**src/rtl/boot_flash_fetch_pkg.sv**
```systemverilog
// ----------------------------------------------------------------------------
// boot_pkg : shared types and constants for the boot flash fetch engine
// Revision : 1.0
// ----------------------------------------------------------------------------
`default_nettype none

package boot_pkg;

   localparam logic [31:0] BOOTLOADER_START   = 32'h1000_0000;
   localparam int          BOOT_WORD_W        = 32;
   localparam int          FLASH_WAIT_DEFAULT = 2;

   typedef enum logic [2:0] {
      S_IDLE    = 3'd0,
      S_ISSUE   = 3'd1,
      S_WAIT    = 3'd2,
      S_CAPTURE = 3'd3,
      S_DRAIN   = 3'd4,
      S_DONE    = 3'd5,
      S_ERROR   = 3'd6
   } fetch_state_e;

endpackage

`default_nettype wire

```
**src/rtl/boot_flash_fetch_if.sv**
```systemverilog
// ----------------------------------------------------------------------------
// boot_flash_fetch_if : control, flash and stream signals of the fetch engine
// Revision : 1.0  (checksum member present with BOOT_FETCH_CHECKSUM_EN)
// ----------------------------------------------------------------------------
`default_nettype none

interface boot_flash_fetch_if;
   import boot_pkg::*;

   logic                   start;
   logic [31:0]            start_addr;
   logic [8:0]             word_count;
   logic                   abort;
   logic                   busy;
   logic                   done;
   logic                   err;
   logic [31:0]            flash_addr;
   logic                   flash_read_en;
   logic [BOOT_WORD_W-1:0] flash_data;
   logic                   out_valid;
   logic [BOOT_WORD_W-1:0] out_data;
   logic [7:0]             out_index;
   logic                   out_ready;
`ifdef BOOT_FETCH_CHECKSUM_EN
   logic [31:0]            checksum;
`endif

   modport master (
      input  start, start_addr, word_count, abort, flash_data, out_ready,
      output busy, done, err, flash_addr, flash_read_en, out_valid, out_data, out_index
`ifdef BOOT_FETCH_CHECKSUM_EN
      , output checksum
`endif
   );

   modport slave (
      output start, start_addr, word_count, abort, flash_data, out_ready,
      input  busy, done, err, flash_addr, flash_read_en, out_valid, out_data, out_index
`ifdef BOOT_FETCH_CHECKSUM_EN
      , input checksum
`endif
   );

endinterface

`default_nettype wire

```
**src/rtl/boot_fetch_fifo.sv**
```systemverilog
// ----------------------------------------------------------------------------
// boot_fetch_fifo : synchronous first-word-fall-through FIFO with flush
// Revision : 1.0
// ----------------------------------------------------------------------------
`default_nettype none

module boot_fetch_fifo #(
   parameter int DEPTH = 4,
   parameter int WIDTH = 32
) (
   input  wire logic                       clk,
   input  wire logic                       rst_n,
   input  wire logic                       push,
   input  wire logic [WIDTH-1:0]           wdata,
   input  wire logic                       pop,
   input  wire logic                       flush,
   output logic                            full,
   output logic                            empty,
   output logic [$clog2(DEPTH):0]          count,
   output logic [WIDTH-1:0]                rdata
);

   localparam int AW = $clog2(DEPTH);

   logic [WIDTH-1:0] mem_q [DEPTH];
   logic [AW-1:0]    wr_q;
   logic [AW-1:0]    rd_q;
   logic [AW:0]      cnt_q;
   logic             wr_en;
   logic             rd_en;

   assign full  = (cnt_q == (AW+1)'(DEPTH));
   assign empty = (cnt_q == '0);
   assign count = cnt_q;
   assign wr_en = push && !full;
   assign rd_en = pop && !empty;
   // Head is forced to zero when empty so the stream port never shows stale data
   assign rdata = empty ? '0 : mem_q[rd_q];

   always_ff @(posedge clk or negedge rst_n) begin
      if (!rst_n) begin
         wr_q  <= '0;
         rd_q  <= '0;
         cnt_q <= '0;
      end else if (flush) begin
         wr_q  <= '0;
         rd_q  <= '0;
         cnt_q <= '0;
      end else begin
         if (wr_en) wr_q <= wr_q + 1'b1;
         if (rd_en) rd_q <= rd_q + 1'b1;
         case ({wr_en, rd_en})
            2'b10:   cnt_q <= cnt_q + 1'b1;
            2'b01:   cnt_q <= cnt_q - 1'b1;
            default: cnt_q <= cnt_q;
         endcase
      end
   end

   always_ff @(posedge clk) begin
      if (wr_en) mem_q[wr_q] <= wdata;
   end

endmodule

`default_nettype wire

```
**src/rtl/boot_flash_fetch.sv**
```systemverilog
// ----------------------------------------------------------------------------
// boot_flash_fetch : fixed-latency flash burst reader streaming through a FIFO
// Revision : 1.0  (optional checksum: BOOT_FETCH_CHECKSUM_EN)
// ----------------------------------------------------------------------------
`default_nettype none

module boot_flash_fetch
   import boot_pkg::*;
#(
   parameter int WAIT_CYCLES = FLASH_WAIT_DEFAULT,
   parameter int FIFO_DEPTH  = 4,
   parameter int MAX_WORDS   = 256
) (
   input  wire logic          clk,
   input  wire logic          rst_n,
   boot_flash_fetch_if.master bus
);

   localparam int          CW        = $clog2(FIFO_DEPTH) + 1;
   localparam logic [8:0]  MAX_W     = 9'(MAX_WORDS);
   localparam logic [3:0]  WAIT_LAST = 4'((WAIT_CYCLES > 1) ? (WAIT_CYCLES - 2) : 0);

   fetch_state_e state_q, state_d;
   logic [31:0]  addr_q, addr_d;
   logic [8:0]   count_q, count_d;
   logic [8:0]   issued_q, issued_d;
   logic [3:0]   wait_q, wait_d;
   logic         err_q, err_d;
   logic [7:0]   idx_q, idx_d;

   logic                   fifo_push;
   logic                   fifo_full;
   logic                   fifo_empty;
   logic [CW-1:0]          fifo_count;
   logic [BOOT_WORD_W-1:0] fifo_rdata;
   logic                   abort_eff;
   logic                   handshake;
   logic                   issue_fire;
   logic                   start_ok;
   logic                   bad_count;

   // Abort wins over everything that would otherwise happen in the same cycle
   assign abort_eff  = bus.abort && (state_q != S_IDLE);
   assign handshake  = !fifo_empty && bus.out_ready && !abort_eff;
   assign issue_fire = (state_q == S_ISSUE) && !fifo_full;
   assign bad_count  = (bus.word_count == 9'd0) || (bus.word_count > MAX_W);

   boot_fetch_fifo #(
      .DEPTH (FIFO_DEPTH),
      .WIDTH (BOOT_WORD_W)
   ) u_fifo (
      .clk   (clk),
      .rst_n (rst_n),
      .push  (fifo_push),
      .wdata (bus.flash_data),
      .pop   (handshake),
      .flush (abort_eff),
      .full  (fifo_full),
      .empty (fifo_empty),
      .count (fifo_count),
      .rdata (fifo_rdata)
   );

   always_comb begin
      state_d   = state_q;
      addr_d    = addr_q;
      count_d   = count_q;
      issued_d  = issued_q;
      wait_d    = wait_q;
      err_d     = err_q;
      idx_d     = handshake ? idx_q + 8'd1 : idx_q;
      fifo_push = 1'b0;
      start_ok  = 1'b0;

      case (state_q)
         S_IDLE: begin
            if (bus.start) begin
               if (bad_count) begin
                  err_d   = 1'b1;
                  state_d = S_ERROR;
               end else begin
                  start_ok = 1'b1;
                  addr_d   = bus.start_addr & ~32'h3;
                  count_d  = bus.word_count;
                  issued_d = 9'd0;
                  idx_d    = 8'd0;
                  err_d    = 1'b0;
                  state_d  = S_ISSUE;
               end
            end
         end
         S_ISSUE: begin
            if (issue_fire) begin
               wait_d  = 4'd0;
               state_d = (WAIT_CYCLES == 1) ? S_CAPTURE : S_WAIT;
            end
         end
         S_WAIT: begin
            if (wait_q == WAIT_LAST) state_d = S_CAPTURE;
            else                     wait_d  = wait_q + 4'd1;
         end
         S_CAPTURE: begin
            fifo_push = 1'b1;
            addr_d    = addr_q + 32'd4;
            issued_d  = issued_q + 9'd1;
            state_d   = (issued_d == count_q) ? S_DRAIN : S_ISSUE;
         end
         S_DRAIN: begin
            if (handshake && (fifo_count == CW'(1))) state_d = S_DONE;
         end
         S_DONE:  state_d = S_IDLE;
         S_ERROR: state_d = S_IDLE;
         default: state_d = S_IDLE;
      endcase

      if (abort_eff) begin
         state_d   = S_IDLE;
         fifo_push = 1'b0;
      end
   end

   always_ff @(posedge clk or negedge rst_n) begin
      if (!rst_n) begin
         state_q  <= S_IDLE;
         addr_q   <= '0;
         count_q  <= '0;
         issued_q <= '0;
         wait_q   <= '0;
         err_q    <= 1'b0;
         idx_q    <= '0;
      end else begin
         state_q  <= state_d;
         addr_q   <= addr_d;
         count_q  <= count_d;
         issued_q <= issued_d;
         wait_q   <= wait_d;
         err_q    <= err_d;
         idx_q    <= idx_d;
      end
   end

   assign bus.busy          = (state_q == S_ISSUE) || (state_q == S_WAIT) ||
                              (state_q == S_CAPTURE) || (state_q == S_DRAIN);
   assign bus.done          = (state_q == S_DONE);
   assign bus.err           = err_q;
   assign bus.flash_addr    = addr_q;
   assign bus.flash_read_en = issue_fire;
   assign bus.out_valid     = !fifo_empty;
   assign bus.out_data      = fifo_rdata;
   assign bus.out_index     = idx_q;

`ifdef BOOT_FETCH_CHECKSUM_EN
   logic [31:0] csum_q;

   always_ff @(posedge clk or negedge rst_n) begin
      if (!rst_n)         csum_q <= '0;
      else if (start_ok)  csum_q <= '0;
      else if (handshake) csum_q <= csum_q + fifo_rdata;
   end

   assign bus.checksum = csum_q;
`endif

endmodule

`default_nettype wire

```
**src/flat_wrapper.sv**
```systemverilog
// flat-port wrapper written by rule: the top's interface ports become plain ports
module boot_flash_fetch_flat import boot_pkg::*;
#(
   parameter int WAIT_CYCLES = FLASH_WAIT_DEFAULT,
   parameter int FIFO_DEPTH  = 4,
   parameter int MAX_WORDS   = 256
)
  (clk, rst_n, bus_start, bus_start_addr, bus_word_count, bus_abort, bus_flash_data, bus_out_ready, bus_busy, bus_done, bus_err, bus_flash_addr, bus_flash_read_en, bus_out_valid, bus_out_data, bus_out_index);
  boot_flash_fetch_if bus_i ();
  input  wire logic clk;
  input  wire logic rst_n;
  input wire logic [$bits(bus_i.start)-1:0] bus_start;
  input wire logic [$bits(bus_i.start_addr)-1:0] bus_start_addr;
  input wire logic [$bits(bus_i.word_count)-1:0] bus_word_count;
  input wire logic [$bits(bus_i.abort)-1:0] bus_abort;
  input wire logic [$bits(bus_i.flash_data)-1:0] bus_flash_data;
  input wire logic [$bits(bus_i.out_ready)-1:0] bus_out_ready;
  output wire logic [$bits(bus_i.busy)-1:0] bus_busy;
  output wire logic [$bits(bus_i.done)-1:0] bus_done;
  output wire logic [$bits(bus_i.err)-1:0] bus_err;
  output wire logic [$bits(bus_i.flash_addr)-1:0] bus_flash_addr;
  output wire logic [$bits(bus_i.flash_read_en)-1:0] bus_flash_read_en;
  output wire logic [$bits(bus_i.out_valid)-1:0] bus_out_valid;
  output wire logic [$bits(bus_i.out_data)-1:0] bus_out_data;
  output wire logic [$bits(bus_i.out_index)-1:0] bus_out_index;
  assign bus_i.start = bus_start;
  assign bus_i.start_addr = bus_start_addr;
  assign bus_i.word_count = bus_word_count;
  assign bus_i.abort = bus_abort;
  assign bus_i.flash_data = bus_flash_data;
  assign bus_i.out_ready = bus_out_ready;
  assign bus_busy = bus_i.busy;
  assign bus_done = bus_i.done;
  assign bus_err = bus_i.err;
  assign bus_flash_addr = bus_i.flash_addr;
  assign bus_flash_read_en = bus_i.flash_read_en;
  assign bus_out_valid = bus_i.out_valid;
  assign bus_out_data = bus_i.out_data;
  assign bus_out_index = bus_i.out_index;
  boot_flash_fetch #(.WAIT_CYCLES(WAIT_CYCLES), .FIFO_DEPTH(FIFO_DEPTH), .MAX_WORDS(MAX_WORDS)) u_core (.clk(clk), .rst_n(rst_n), .bus(bus_i));
endmodule
```
**config.mk**
```make
export PLATFORM = sky130hd
export DESIGN_NAME = boot_flash_fetch_flat
export DESIGN_NICKNAME = d
export VERILOG_FILES = /design/src/rtl/boot_flash_fetch_pkg.sv /design/src/rtl/boot_flash_fetch_if.sv /design/src/rtl/boot_fetch_fifo.sv /design/src/rtl/boot_flash_fetch.sv /design/src/flat_wrapper.sv
export SDC_FILE = /design/constraint.sdc
export NUM_CORES = 1
export LEC_CHECK = 0
export ABC_CLOCK_PERIOD_IN_PS = 2400
export BUFFER_PORTS_ARGS = -buffer_cell sky130_fd_sc_hd__buf_2
export CORE_ASPECT_RATIO = 1.2
export CORE_MARGIN = 2
export CORE_UTILIZATION = 35
export DETAILED_ROUTE_END_ITERATION = 8
export GPL_TIMING_DRIVEN = 0
export HOLD_SLACK_MARGIN = 0.1
export PLACE_DENSITY = 0.54
export SYNTH_ARGS = -nofsm -noshare
export SYNTH_HDL_FRONTEND = slang
export SYNTH_SLANG_ARGS = --single-unit
```
**constraint.sdc**
```tcl
create_clock -name clk -period 2.4 [get_ports clk]
set_input_delay 0.12 -clock clk [delete_from_list [all_inputs] [get_ports clk]]
set_output_delay 0.12 -clock clk [all_outputs]
set_load 0.005 [all_outputs]
```
==> results by group, run 1 <==
Power and ir drop
  – Clock network power share: 25.1%
  – Seq pwr share: about two fifths
  – Psw: about 4.1 mW
  – Leakage power: between 4 and 5 nW
  – Sw Ratio: around a third
  – Int Power: 7.53 mW
  – VDD IR-drop max: around 0.00039 V
  – Power per standard cell area: 998 nW/um^2
  – Part of the power in combinational logic: between 30% and 40%
  – Total power: between 10 and 15 mW

Clock tree
  – CTS Buf Count: 17
  – Max clock buf depth: 2
  – CTS Sinks: a little under 200
  – Clock Root Buffer: clkbuf_16
  – CTS clk-pin slew, worst paths: approximately 0.08 ns
  – CTS tree: yes
  – CTS H-tree depth: 4
  – Worst-skew pair later-pin latency: about 0.43 ns

Timing
  – Max Transition Viols Final: 0
  – F_max: approximately 440 MHz
  – Worst slew pin tran: 0.610 ns
  – Final setup fails: 0
  – Setup ws final: around 0.12 ns
  – Crit share post-route: between 90 and 100%
  – Worst slew margin: approximately three fifths
  – Post-layout min period: 2.28 ns
  – RSZ-0062 raised after global routing: yes
  – Setup TNS: 0 ns
  – Worst Skew: 0.0183 ns
  – Hold Violations, Final: 0

Placed design
  – Pre-CTS setup slack: -0.396 ns
  – DP HPWL: approximately 15000 um
  – GPL Wtd Cong: between 0.8 and 0.9
  – Post-DP Area: slightly above 10000 um^2
  – Port Buffers: 150

Critical path
  – Startpoint Class: flip-flop
  – Critical path class: flip-flop to flip-flop
  – Worst Path Arrival: between 2 and 3 ns
  – Flop2flop setup slack: 0.12 ns
  – Required @ worst endpoint: 2.75 ns
  – Crit Path Max Fanout: 9
  – CP Capture Type: flip-flop

Global routing
  – First-pass GRT wire length: 35400 um
  – GRT overflow: 0
  – Overall global routing resource usage: ~17%
  – Initial antenna violation count: 0
  – Largest net degree at the start of global routing: slightly below 50
  – Number of global-route vias before repair: roughly 6600

Routing
  – Drt wl/cell: about 18 um
  – DRC: 0
  – Initial detailed-routing violation count: just over 300
  – Drt pass-1 iters: 4
  – Vias post-DR: 6476
  – Vias/cell: a little over 5
  – Post-route ant nets: 0
  – Routed WL: ~22000 um

Run
  – # Max-Cap Violations: 0

Status
  – Status: finished clean

Synthesis
  – Post-synthesis sequential area ratio: 62.6%
  – Synth area leader: edfxtp_1
  – Mean Syn Cell Area: between 10 and 15 um^2
  – Mapped Area: 8970 um^2
  – Post-synth EDFFs: ~130
  – Synth top area cells: edfxtp_1 43%, dfrtp_1 20%, mux4_2 8.0%
  – Ys Warns: 0
  – Synth cell types: 68
  – Post-Syn Instances: slightly below 700
  – Synth top area share: about 43%
  – Synth async-reset ratio: between 30% and 40%
  – Yosys reg bits: 199
  – Ys flop type: edfxtp_1

Floorplanning
  – Core Box Area: between 20000 and 30000 um^2
  – IO Pins: about 160
  – Cell Rows: 64
  – Die area: around 27000 um^2
  – Die Ht: 179 um
  – Die span in x: roughly 150 um
  – Initial Util: 35.3%

Finish
  – Ant. Diodes: 0
  – Final Cell Area: 11700 um^2
  – Share of cells above drive strength 1: about 29%
  – Final core utilization: a little under half
  – Area growth, synth to finish: 30.0%
  – Final nets: roughly 1000

Worst hold path
  – Hold WC Path Type: primary input to asynchronous set/reset pin
==> layout make-up <==
type,count,area [um^2]
fill,2298,13700
sequential,199,5620
multi-input combinational,430,3210
timing repair buffer,230,1570
clock buffer,17,425
tap,330,413
buffer,34,191
clock inverter,15,186
inverter,12,45.0
==> worst paths after layout <==
kind,startpoint,to,cells past startpoint
worst max-delay path,u_core.u_fifo.count[0],u_core.u_fifo.count[2],8
worst min-delay path,rst_n,u_core.bus.flash_addr[22],2
worst max register to register,u_core.u_fifo.count[0],u_core.u_fifo.count[2],8
worst min register to register,u_core.issued_q[8],u_core.issued_q[8],1
max in group asynchronous,rst_n,u_core.u_fifo.rd_q[0],3
min in group clk,bus_flash_data[16],u_core.u_fifo.mem_q[1][16],2
==> synthesized netlist by cell type, types with 14 or more instances <==
cell type and n:
a21oi_1 25, and2_1 33, clkbuf_1 20, dfrtp_1 71
edfxtp_1 128, ha_1 14, mux4_2 32, nand2_1 73
nand3_1 16, nor2_1 54, o21ai_0 20, xor2_1 16
==> worst max-delay path: stages, from the launching register on <==
cell and delay (ns):
dfrtp_1 0.44, inv_1 0.10, ha_2 0.25, nand2b_2 0.17, and3b_1 0.22, buf_6 0.14, ha_1 0.36, or3_1 0.38
a21oi_1 0.14
==> flip-flops by register name (all words and copies together) (netlist names) <==
name / count
u_core.u_fifo.mem_q: 128
u_core.bus.flash_addr: 30
u_core.count_q: 9
u_core.issued_q: 9
u_core.bus.out_index: 8
u_core.wait_q: 4
u_core.state_q: 3
u_core.u_fifo.count: 3
u_core.u_fifo.rd_q: 2
u_core.u_fifo.wr_q: 2
u_core.bus.err: 1
==> logic make-up (layout without fill, tap and decap cells) <==
logic type,count (synthesis),count (layout),share of synthesized area (%)
buffers and inverters,49,308,2.51
XOR/XNOR,25,25,2.44
AND/OR/NAND/NOR,236,239,13.2
adder cells (fa/ha/maj),14,14,1.95
AO/OA/AOI/OAI,113,113,8.58
flip-flops,199,199,62.6
other,1,2,0.0418
multiplexers,37,37,8.60
==> routing by layer <==
layer | up-vias | part of all wire [%] | wire length, um | GRT usage [%]
met2 | 195 | 51 | 11400 | 30.6
li1 | 3053 | - | - | -
met4 | 0 | 1.2 | 260 | 4.95
met3 | 15 | 5.0 | 1120 | 3.80
met5 | - | 0 | 0 | 0
met1 | 3213 | 43 | 9560 | 21.2
==> cell usage in the layout, fill, tap and decap left out, types with 6 or more instances in the layout <==
cell / Yosys / routed
and3_1: 10 / 6
clkbuf_16: 0 / 17
mux4_2: 32 / 32
o22ai_1: 6 / 6
nand2_1: 73 / 73
xnor2_1: 9 / 9
inv_1: 11 / 11
and3_4: 0 / 6
nor3_1: 12 / 12
a211oi_1: 9 / 9
dfrtp_1: 71 / 70
nand4_1: 6 / 6
clkbuf_2: 0 / 6
dlygate4sd3_1: 0 / 75
clkbuf_1: 20 / 9
ha_1: 14 / 12
nand3_1: 16 / 16
xor2_1: 16 / 16
edfxtp_1: 128 / 128
nor2_1: 54 / 54
buf_2: 12 / 158
buf_4: 3 / 11
and2_1: 33 / 33
o21ai_0: 20 / 20
a21oi_1: 25 / 24
==> power by group through the flow <==
stage / combinational (mW) / sequential, mW / clock, mW
3_5_place_dp: 3.91 / 4.74 / 0
4_1_cts: 4.06 / 4.70 / 3.00
3_3_place_gp: 3.87 / 4.75 / 0
2_1_floorplan: 2.46 / 4.66 / 0
6_report: 4.01 / 4.71 / 2.92
5_1_grt: 4.49 / 4.80 / 3.15
==> metrics by stage <==
step           hold WS, ns  instances
6_report             0.127       1267
5_1_grt              0.157       1267
4_1_cts              0.128       1266
3_5_place_dp        0.0644       1157
3_3_place_gp         0.339       1155
2_1_floorplan       -0.176        675
==> repair_timing <==
action / CTS / global route
endpoints found under the hold margin: 243 / 0
pin swaps: 4 / 1
setup buffers: 1 / 2
hold buffers: 75 / 0
setup endpoints to repair: 127 / 88
gates cloned: 3 / 0
gates resized for setup: 16 / 14
No activity file was read; power rests on OpenSTA's default activity.
==> run 2, diff against run 1 <==
- ABC_AREA: unset -> 1
- CTS_CLUSTER_SIZE: unset -> 10
==> run 2 against run 1 <==
Sequential cell count unchanged. Wire length increased by 17%. Clock skew decreased by 0.0049 ns. First-iteration DRC count increased by 64%. Clock-buffer cell count unchanged. Core utilization about the same. Sequential share of layout area decreased by 2.8 points. Via count increased by 22%. Area after synthesis increased by 6.1%. Highest routed layer unchanged. Setup slack improved by 0.017 ns. Critical endpoint is now bus_out_data[28].
==> results by group, run 2 <==
Status
  – Status: finished clean

Timing
  – Hold_ws: 0.139 ns (+0.0116 ns)
  – F_max: 442 MHz (+0.75%)
  – Hold Violations, Final: 0 (unchanged)
  – Crit share post-route: 94.3% (-0.71 points)
  – RSZ-0062 raised after global routing: no
  – Worst Skew: 0.0134 ns (-0.00485 ns)
  – Final setup fails: 0 (unchanged)
  – Setup TNS: 0 ns (unchanged)
  – Post-layout min period: 2.26 ns (-0.0169 ns)
  – Max Transition Viols Final: 0 (unchanged)
  – Worst slew pin tran: 0.742 ns (+0.132 ns)
  – Worst slew margin: 50.4% (-8.9 points)

Synthesis
  – Ys flop type: edfxtp_1
  – Post-synth EDFFs: 128 (unchanged)
  – Largest family of logic cells by synthesized area: simple AND/OR/NAND/NOR gates
  – Post-Syn Instances: 1008 (+50%)
  – Synth top area cells: edfxtp_1 40%, dfrtp_1 19%, nor2_1 7.5%
  – Synth top area share: 40.4% (-2.5 points)
  – Yosys reg bits: 199 (unchanged)
  – Mean Syn Cell Area: 9.45 um^2 (-29%)
  – Synth cell types: 46 (-32%)
  – Synth Area in Simple Gates: 21.7% (+8.5 points)
  – Commonest cells post-synth: 191 x nor2_1, 151 x nand2_1, 128 x edfxtp_1
  – Mapped Area: 9520 um^2 (+6.1%)
  – Post-synthesis sequential area ratio: 59.0% (-3.6 points)
  – Count leader, synth: nor2_1
  – Synth area leader: edfxtp_1
  – Synth async-reset ratio: 35.7% (unchanged)
  – Synth Area in XOR/XNOR: 1.27% (-1.2 points)
  – Compound-Gate Fraction of Synth Area: 10.4% (+1.8 points)
  – Mux cell area share after synthesis: 0% (-8.6 points)
  – Ys Warns: 0 (unchanged)
  – Synth Area in Adders: 1.84% (-0.11 points)

Finish
  – Max reg flops: 128 (unchanged)
  – Largest reg by FF count: u_core.u_fifo.mem_q
  – Area growth, synth to finish: 30.0% (about the same)
  – Leading cell type in the layout, fill and taps excluded: nor2_1
  – Share of cells above drive strength 1: 20.6% (-8.7 points)
  – Cell Count, Final, Fillers Out: 1619 (+28%)
  – Most frequent cells in the layout: 186 x nor2_1, 156 x buf_2, 151 x nand2_1, 128 x edfxtp_1, 95 x o21ai_0
  – Final nets: 1358 (+34%)
  – Ant. Diodes: 0 (unchanged)
  – Final core utilization: 46.0% (about the same)

Placed design
  – Inst Count DP: 1504 (+30%)
  – DP HPWL: 17700 um (+19%)
  – GPL Wtd Cong: 0.862 (+6.8%)
  – Port Buffers: 150 (unchanged)

Clock tree
  – Clock Root Buffer: clkbuf_16
  – CTS tree: yes
  – CTS Buf Count: 17 (unchanged)
  – CTS H-tree depth: 4 (unchanged)
  – CTS Sinks: 199 (unchanged)
  – Max clock buf depth: 2 (unchanged)
  – CTS clk-pin slew, worst paths: 0.07 ns (about the same)
  – Worst-skew pair later-pin latency: 0.45 ns (+0.02 ns)

Critical path
  – CP Capture Type: output pin
  – Worst Path Arrival: 2.14 ns (-0.49 ns)
  – R2r endpoint: u_core.u_fifo.count[2]
  – CP endpoint: bus_out_data[28]
  – Slowest-stage cell, CP: dfrtp_1
  – Flop2flop setup slack: 0.24 ns (+0.12 ns)
  – Startpoint Class: flip-flop
  – Crit Path Max Fanout: 10 (+1)
  – Reg2Reg Depth: 10 (+2)
  – CP cell instances: inv_1, ha_1, inv_1, nor2_4, buf_4, clkbuf_2, a21oi_1, buf_2
  – CP dominant cell by count: inv_1
  – Required @ worst endpoint: 2.28 ns (-0.47 ns)
  – Slowest cell delay on critical path: 0.40 ns (-0.04 ns)
  – CP Launch Point: u_core.u_fifo.count[0]
  – Critical path class: flip-flop to output pin
  – Reg-to-Reg Start: u_core.state_q[2]

Run
  – # Max-Cap Violations: 0 (unchanged)

Routing
  – Routed WL: 26100 um (+17%)
  – Vias post-DR: 7904 (+22%)
  – Post-route ant nets: 0 (unchanged)
  – Drt wl/cell: 16.1 um (-8.5%)
  – Drt pass-1 iters: 5 (+1)
  – Vias/cell: 4.88 (-4.5%)
  – Initial detailed-routing violation count: 502 (+64%)
  – DRC: 0 (unchanged)

Power and ir drop
  – Power per standard cell area: 990 nW/um^2 (-0.81%)
  – Total power: 12.2 mW (+5.3%)
  – VDD IR-drop max: 0.000512 V (+32%)
  – Leakage power: 5.18 nW (+14%)

Global routing
  – Overall global routing resource usage: 18.6% (+1.3 points)
  – GRT overflow: 0 (unchanged)
  – Initial antenna violation count: 0 (unchanged)
  – Largest net degree at the start of global routing: 55 (+12%)
  – First-pass GRT wire length: 40600 um (+15%)
  – Number of global-route vias before repair: 7780 (+18%)

Worst hold path
  – Hold WC Path Type: primary input to flip-flop

Floorplanning
  – Die Ht: 185 um (+2.9%)
  – Die area: 28500 um^2 (+6.0%)
  – Cell Rows: 66 (+3.1%)
  – Die span in x: 155 um (+2.9%)
  – Core Box Area: 26900 um^2 (+6.1%)
  – IO Pins: 155 (unchanged)
  – Initial Util: 35.4% (about the same)
## run 2: cell types whose count changed after synthesis, moves of 21 or more
| cell | before | now |
|---|---|---|
| o21ai_0 | 20 | 95 |
| a21oi_1 | 25 | 46 |
| nand3_1 | 16 | 59 |
| inv_1 | 11 | 82 |
| mux4_2 | 32 | 0 |
| nor2_1 | 54 | 191 |
| and2_1 | 33 | 0 |
| nand2_1 | 73 | 151 |
## run 2: worst min path at each step
stage               depth (start not counted)          startpoint                          to  slack (ns)
CTS                                         5       bus_out_ready       u_core.u_fifo.rd_q[1]        0.11
floorplan                                   0               rst_n              u_core.bus.err       -0.18
global route                                5       bus_out_ready       u_core.u_fifo.rd_q[1]        0.14
detailed placement                          1               rst_n   u_core.bus.flash_addr[26]        0.03
finish                                      5       bus_out_ready       u_core.u_fifo.rd_q[1]        0.14
global placement                            1  bus_flash_data[17]  u_core.u_fifo.mem_q[1][17]        0.34
## run 2: per-stage QoR
stage / cell area (um^2) / setup slack, ns
after global routing: 12400 / 0.0289
after floorplan: 9540 / -0.0791
final: 12400 / 0.138
after detailed placement: 10900 / -0.316
after CTS: 12300 / 0.0259
after global placement: 10700 / -1.07
## run 2: layout make-up
class	count	area, um^2
fill	2613	14500
sequential	199	5620
multi-input combinational	681	3410
timing repair buffer	239	1760
clock buffer	17	425
tap	340	425
inverter	89	335
buffer	39	216
clock inverter	15	175
## run 2: per-layer routing
metal  global-route usage, %  part of all wire, %  vias up
met2                    33.1                   50      221
li1                        -                    -     3915
met5                       0                    0        -
met1                    22.8                   44     3741
met4                    6.19                  1.6        0
met3                    3.17                  4.4       27
## run 2: critical path: cells and delay by family, from the launching register on
kind	cells	cell delay [ns]
AOI/OAI and AO/OA	1	0.29
DFF	1	0.40
buffers and inverters	5	0.73
adders and majority gates	1	0.23
and+or+nand+nor	1	0.05
## run 2: kinds of logic (layout without fill, tap and decap cells)
logic type / after synthesis / in the layout
AND/OR/NAND/NOR: 468 / 468
buffers and inverters: 129 / 399
flip-flops: 199 / 199
other: 1 / 2
adder cells (fa/ha/maj): 14 / 14
XOR/XNOR: 13 / 13
AO/OA/AOI/OAI: 184 / 184
## run 2: timing repair
action / CTS / global route
gates resized for setup: 12 / 6
setup endpoints to repair: 160 / 25
buffers inserted: 4 / 3
endpoints found under the hold margin: 245 / 0
pin swaps: 4 / 1
hold buffers: 77 / 0
## run 2: report_power, final
| group | switching, mW | leakage (nW) | internal [mW] |
|---|---|---|---|
| registers | 0.614 | 2.05 | 4.12 |
| logic | 2.79 | 2.84 | 1.82 |
| clock network | 1.42 | 0.290 | 1.49 |
==> run 3, diff against run 2 <==
- GPL_ROUTABILITY_DRIVEN: unset -> 1
- PLACE_DENSITY: 0.54 -> 0.65
==> run 3 against run 2 <==
Core utilization hardly changed. Sequential share of layout area is essentially flat. Largest cell class unchanged. Die area unchanged. Combinational power shrank 2%. Highest routed layer unchanged.
==> results by group, run 3 (synthesis gave the netlist of run 2 again) <==
Status
  – Status: finished clean

Placed design
  – Pre-CTS setup slack: -0.350 ns (-0.0348 ns)
  – GPL Wtd Cong: 0.917 (+6.4%)
  – DP HPWL: 17400 um (-2.0%)
  – Inst Count DP: 1504 (unchanged)
  – Port Buffers: 150 (unchanged)

Run
  – # Max-Cap Violations: 0 (unchanged)

Routing
  – Vias/cell: 4.95 (+1.3%)
  – Post-route ant nets: 0 (unchanged)
  – Drt pass-1 iters: 4 (-1)
  – Routed WL: 25100 um (-3.9%)
  – DRC: 0 (unchanged)
  – Vias post-DR: 8000 (+1.2%)
  – Initial detailed-routing violation count: 551 (+9.8%)
  – Drt wl/cell: 15.5 um (-3.8%)

Floorplanning
  – Core Box Area: 26900 um^2 (unchanged)
  – IO Pins: 155 (unchanged)
  – Die span in x: 155 um (unchanged)
  – Cell Rows: 66 (unchanged)
  – Die area: 28500 um^2 (unchanged)
  – Initial Util: 35.4% (unchanged)
  – Die Ht: 185 um (unchanged)

Critical path
  – Startpoint Class: flip-flop
  – CP cell instances: inv_1, ha_1, inv_1, nor2_4, buf_1, a21oi_1, buf_2
  – Worst Path Arrival: 2.12 ns (-0.02 ns)
  – CP Launch Point: u_core.u_fifo.count[0]
  – Reg-to-Reg Start: u_core.u_fifo.count[0]
  – Critical path class: flip-flop to output pin
  – CP dominant cell by count: inv_1
  – Slowest-stage cell, CP: buf_1
  – Required @ worst endpoint: 2.28 ns (about the same)
  – Crit Path Max Fanout: 10 (unchanged)
  – Slowest cell delay on critical path: 0.44 ns (+0.04 ns)
  – CP Capture Type: output pin

Finish
  – Cell Count, Final, Fillers Out: 1617 (-0.12%)
  – Share of cells above drive strength 1: 20.4% (-0.20 points)
  – Final core utilization: 45.9% (about the same)
  – Most frequent cells in the layout: 186 x nor2_1, 155 x buf_2, 151 x nand2_1, 128 x edfxtp_1, 94 x o21ai_0
  – Final nets: 1357 (-0.074%)
  – Ant. Diodes: 0 (unchanged)
  – Area growth, synth to finish: 29.9% (about the same)
  – Largest reg by FF count: u_core.u_fifo.mem_q
  – Register Area: 5620 um^2 (unchanged)
  – Max reg flops: 128 (unchanged)
  – Layout fillers: 2559 (-2.1%)
  – Multi-input logic area: 3410 um^2 (unchanged)
  – Leading cell type in the layout, fill and taps excluded: nor2_1

Timing
  – Worst slew margin: 60.1% (+9.7 points)
  – Setup ws final: 0.157 ns (+0.0192 ns)
  – Crit share post-route: 93.5% (-0.80 points)
  – RSZ-0062 raised after global routing: yes
  – F_max: 446 MHz (+0.85%)
  – Worst Skew: 0.0160 ns (+0.00262 ns)
  – Post-layout min period: 2.24 ns (-0.0192 ns)
  – Hold_ws: 0.132 ns (-0.00704 ns)
  – Hold Violations, Final: 0 (unchanged)
  – Worst slew pin tran: 0.599 ns (-0.143 ns)
  – Final setup fails: 0 (unchanged)
  – Max Transition Viols Final: 0 (unchanged)

Clock tree
  – CTS clk-pin slew, worst paths: 0.08 ns (about the same)
  – Worst-skew pair later-pin latency: 0.43 ns (-0.02 ns)
  – CTS tree: yes
  – CTS Sinks: 199 (unchanged)
  – Max clock buf depth: 2 (unchanged)
  – CTS Buf Count: 17 (unchanged)
  – Clock Root Buffer: clkbuf_16
  – CTS H-tree depth: 4 (unchanged)

Power and ir drop
  – Total power: 12.1 mW (-0.92%)
  – Power per standard cell area: 981 nW/um^2 (-0.84%)
  – VDD IR-drop max: 0.000467 V (-8.7%)
  – Leakage power: 5.18 nW (-0.10%)

Worst hold path
  – Min-delay src: bus_out_ready
  – Hold WC Path Type: primary input to flip-flop

Global routing
  – Overall global routing resource usage: 17.7% (-0.86 points)
  – First-pass GRT wire length: 39600 um (-2.5%)
  – Number of global-route vias before repair: 7779 (-0.013%)
  – GRT overflow: 0 (unchanged)
  – Initial antenna violation count: 0 (unchanged)
  – Largest net degree at the start of global routing: 53 (-3.6%)
-- run 3: routing by layer --
layer | track usage, % | wire, um | vias up
met5 | 0 | 0 | -
met1 | 21.6 | 10600 | 3804
met4 | 5.37 | 351 | 0
met2 | 32.1 | 12800 | 260
li1 | - | - | 3910
met3 | 3.06 | 1270 | 26
-- run 3: layout make-up --
type,instances,area share [%]
sequential,199,45.5
timing repair buffer,238,14.1
clock inverter,14,1.47
multi-input combinational,681,27.6
tap,340,3.44
inverter,89,2.71
buffer,39,1.74
clock buffer,17,3.44
-- run 3: critical path, delay by kind of cell (launching register included) --
kind	cells	cell delay [ns]
AOI/OAI and AO/OA	1	0.13
adders and majority gates	1	0.18
buffers and inverters	4	0.78
DFF	1	0.42
and+or+nand+nor	1	0.18
-- run 3: timing repair --
item / CTS / global route
setup buffers: 6 / 0
endpoints found under the setup margin: 162 / 28
hold endpoints to repair: 245 / 0
pin swaps: 4 / 0
hold buffers: 77 / 0
resized for setup: 8 / 14
-- run 3: per-stage QoR --
step	TNS, ns	area (um^2)
global route	-0.130	12400
floorplan	-10.12	9540
global placement	-135.92	10700
CTS	0	12300
detailed placement	-26.91	10900
finish	0	12400
-- run 3: report_power, final --
part	switching (mW)	leakage (nW)	internal (mW)	total (mW)
clock network	1.40	0.294	1.49	2.90
registers	0.592	2.05	4.12	4.71
logic	2.76	2.83	1.77	4.53
-- run 3: path summary, 6_finish.rpt --
check                                                  to  slack, ns  depth (start not counted)
worst max-delay path                      bus_out_data[2]       0.16                          7
worst min-delay path                u_core.u_fifo.rd_q[1]       0.13                          5
worst max register to register     u_core.u_fifo.count[2]       0.17                         12
worst min register to register          u_core.count_q[4]       0.52                          2
max in group asynchronous       u_core.bus.flash_addr[29]       0.75                          4
min in group asynchronous       u_core.bus.flash_addr[31]       0.63                          3
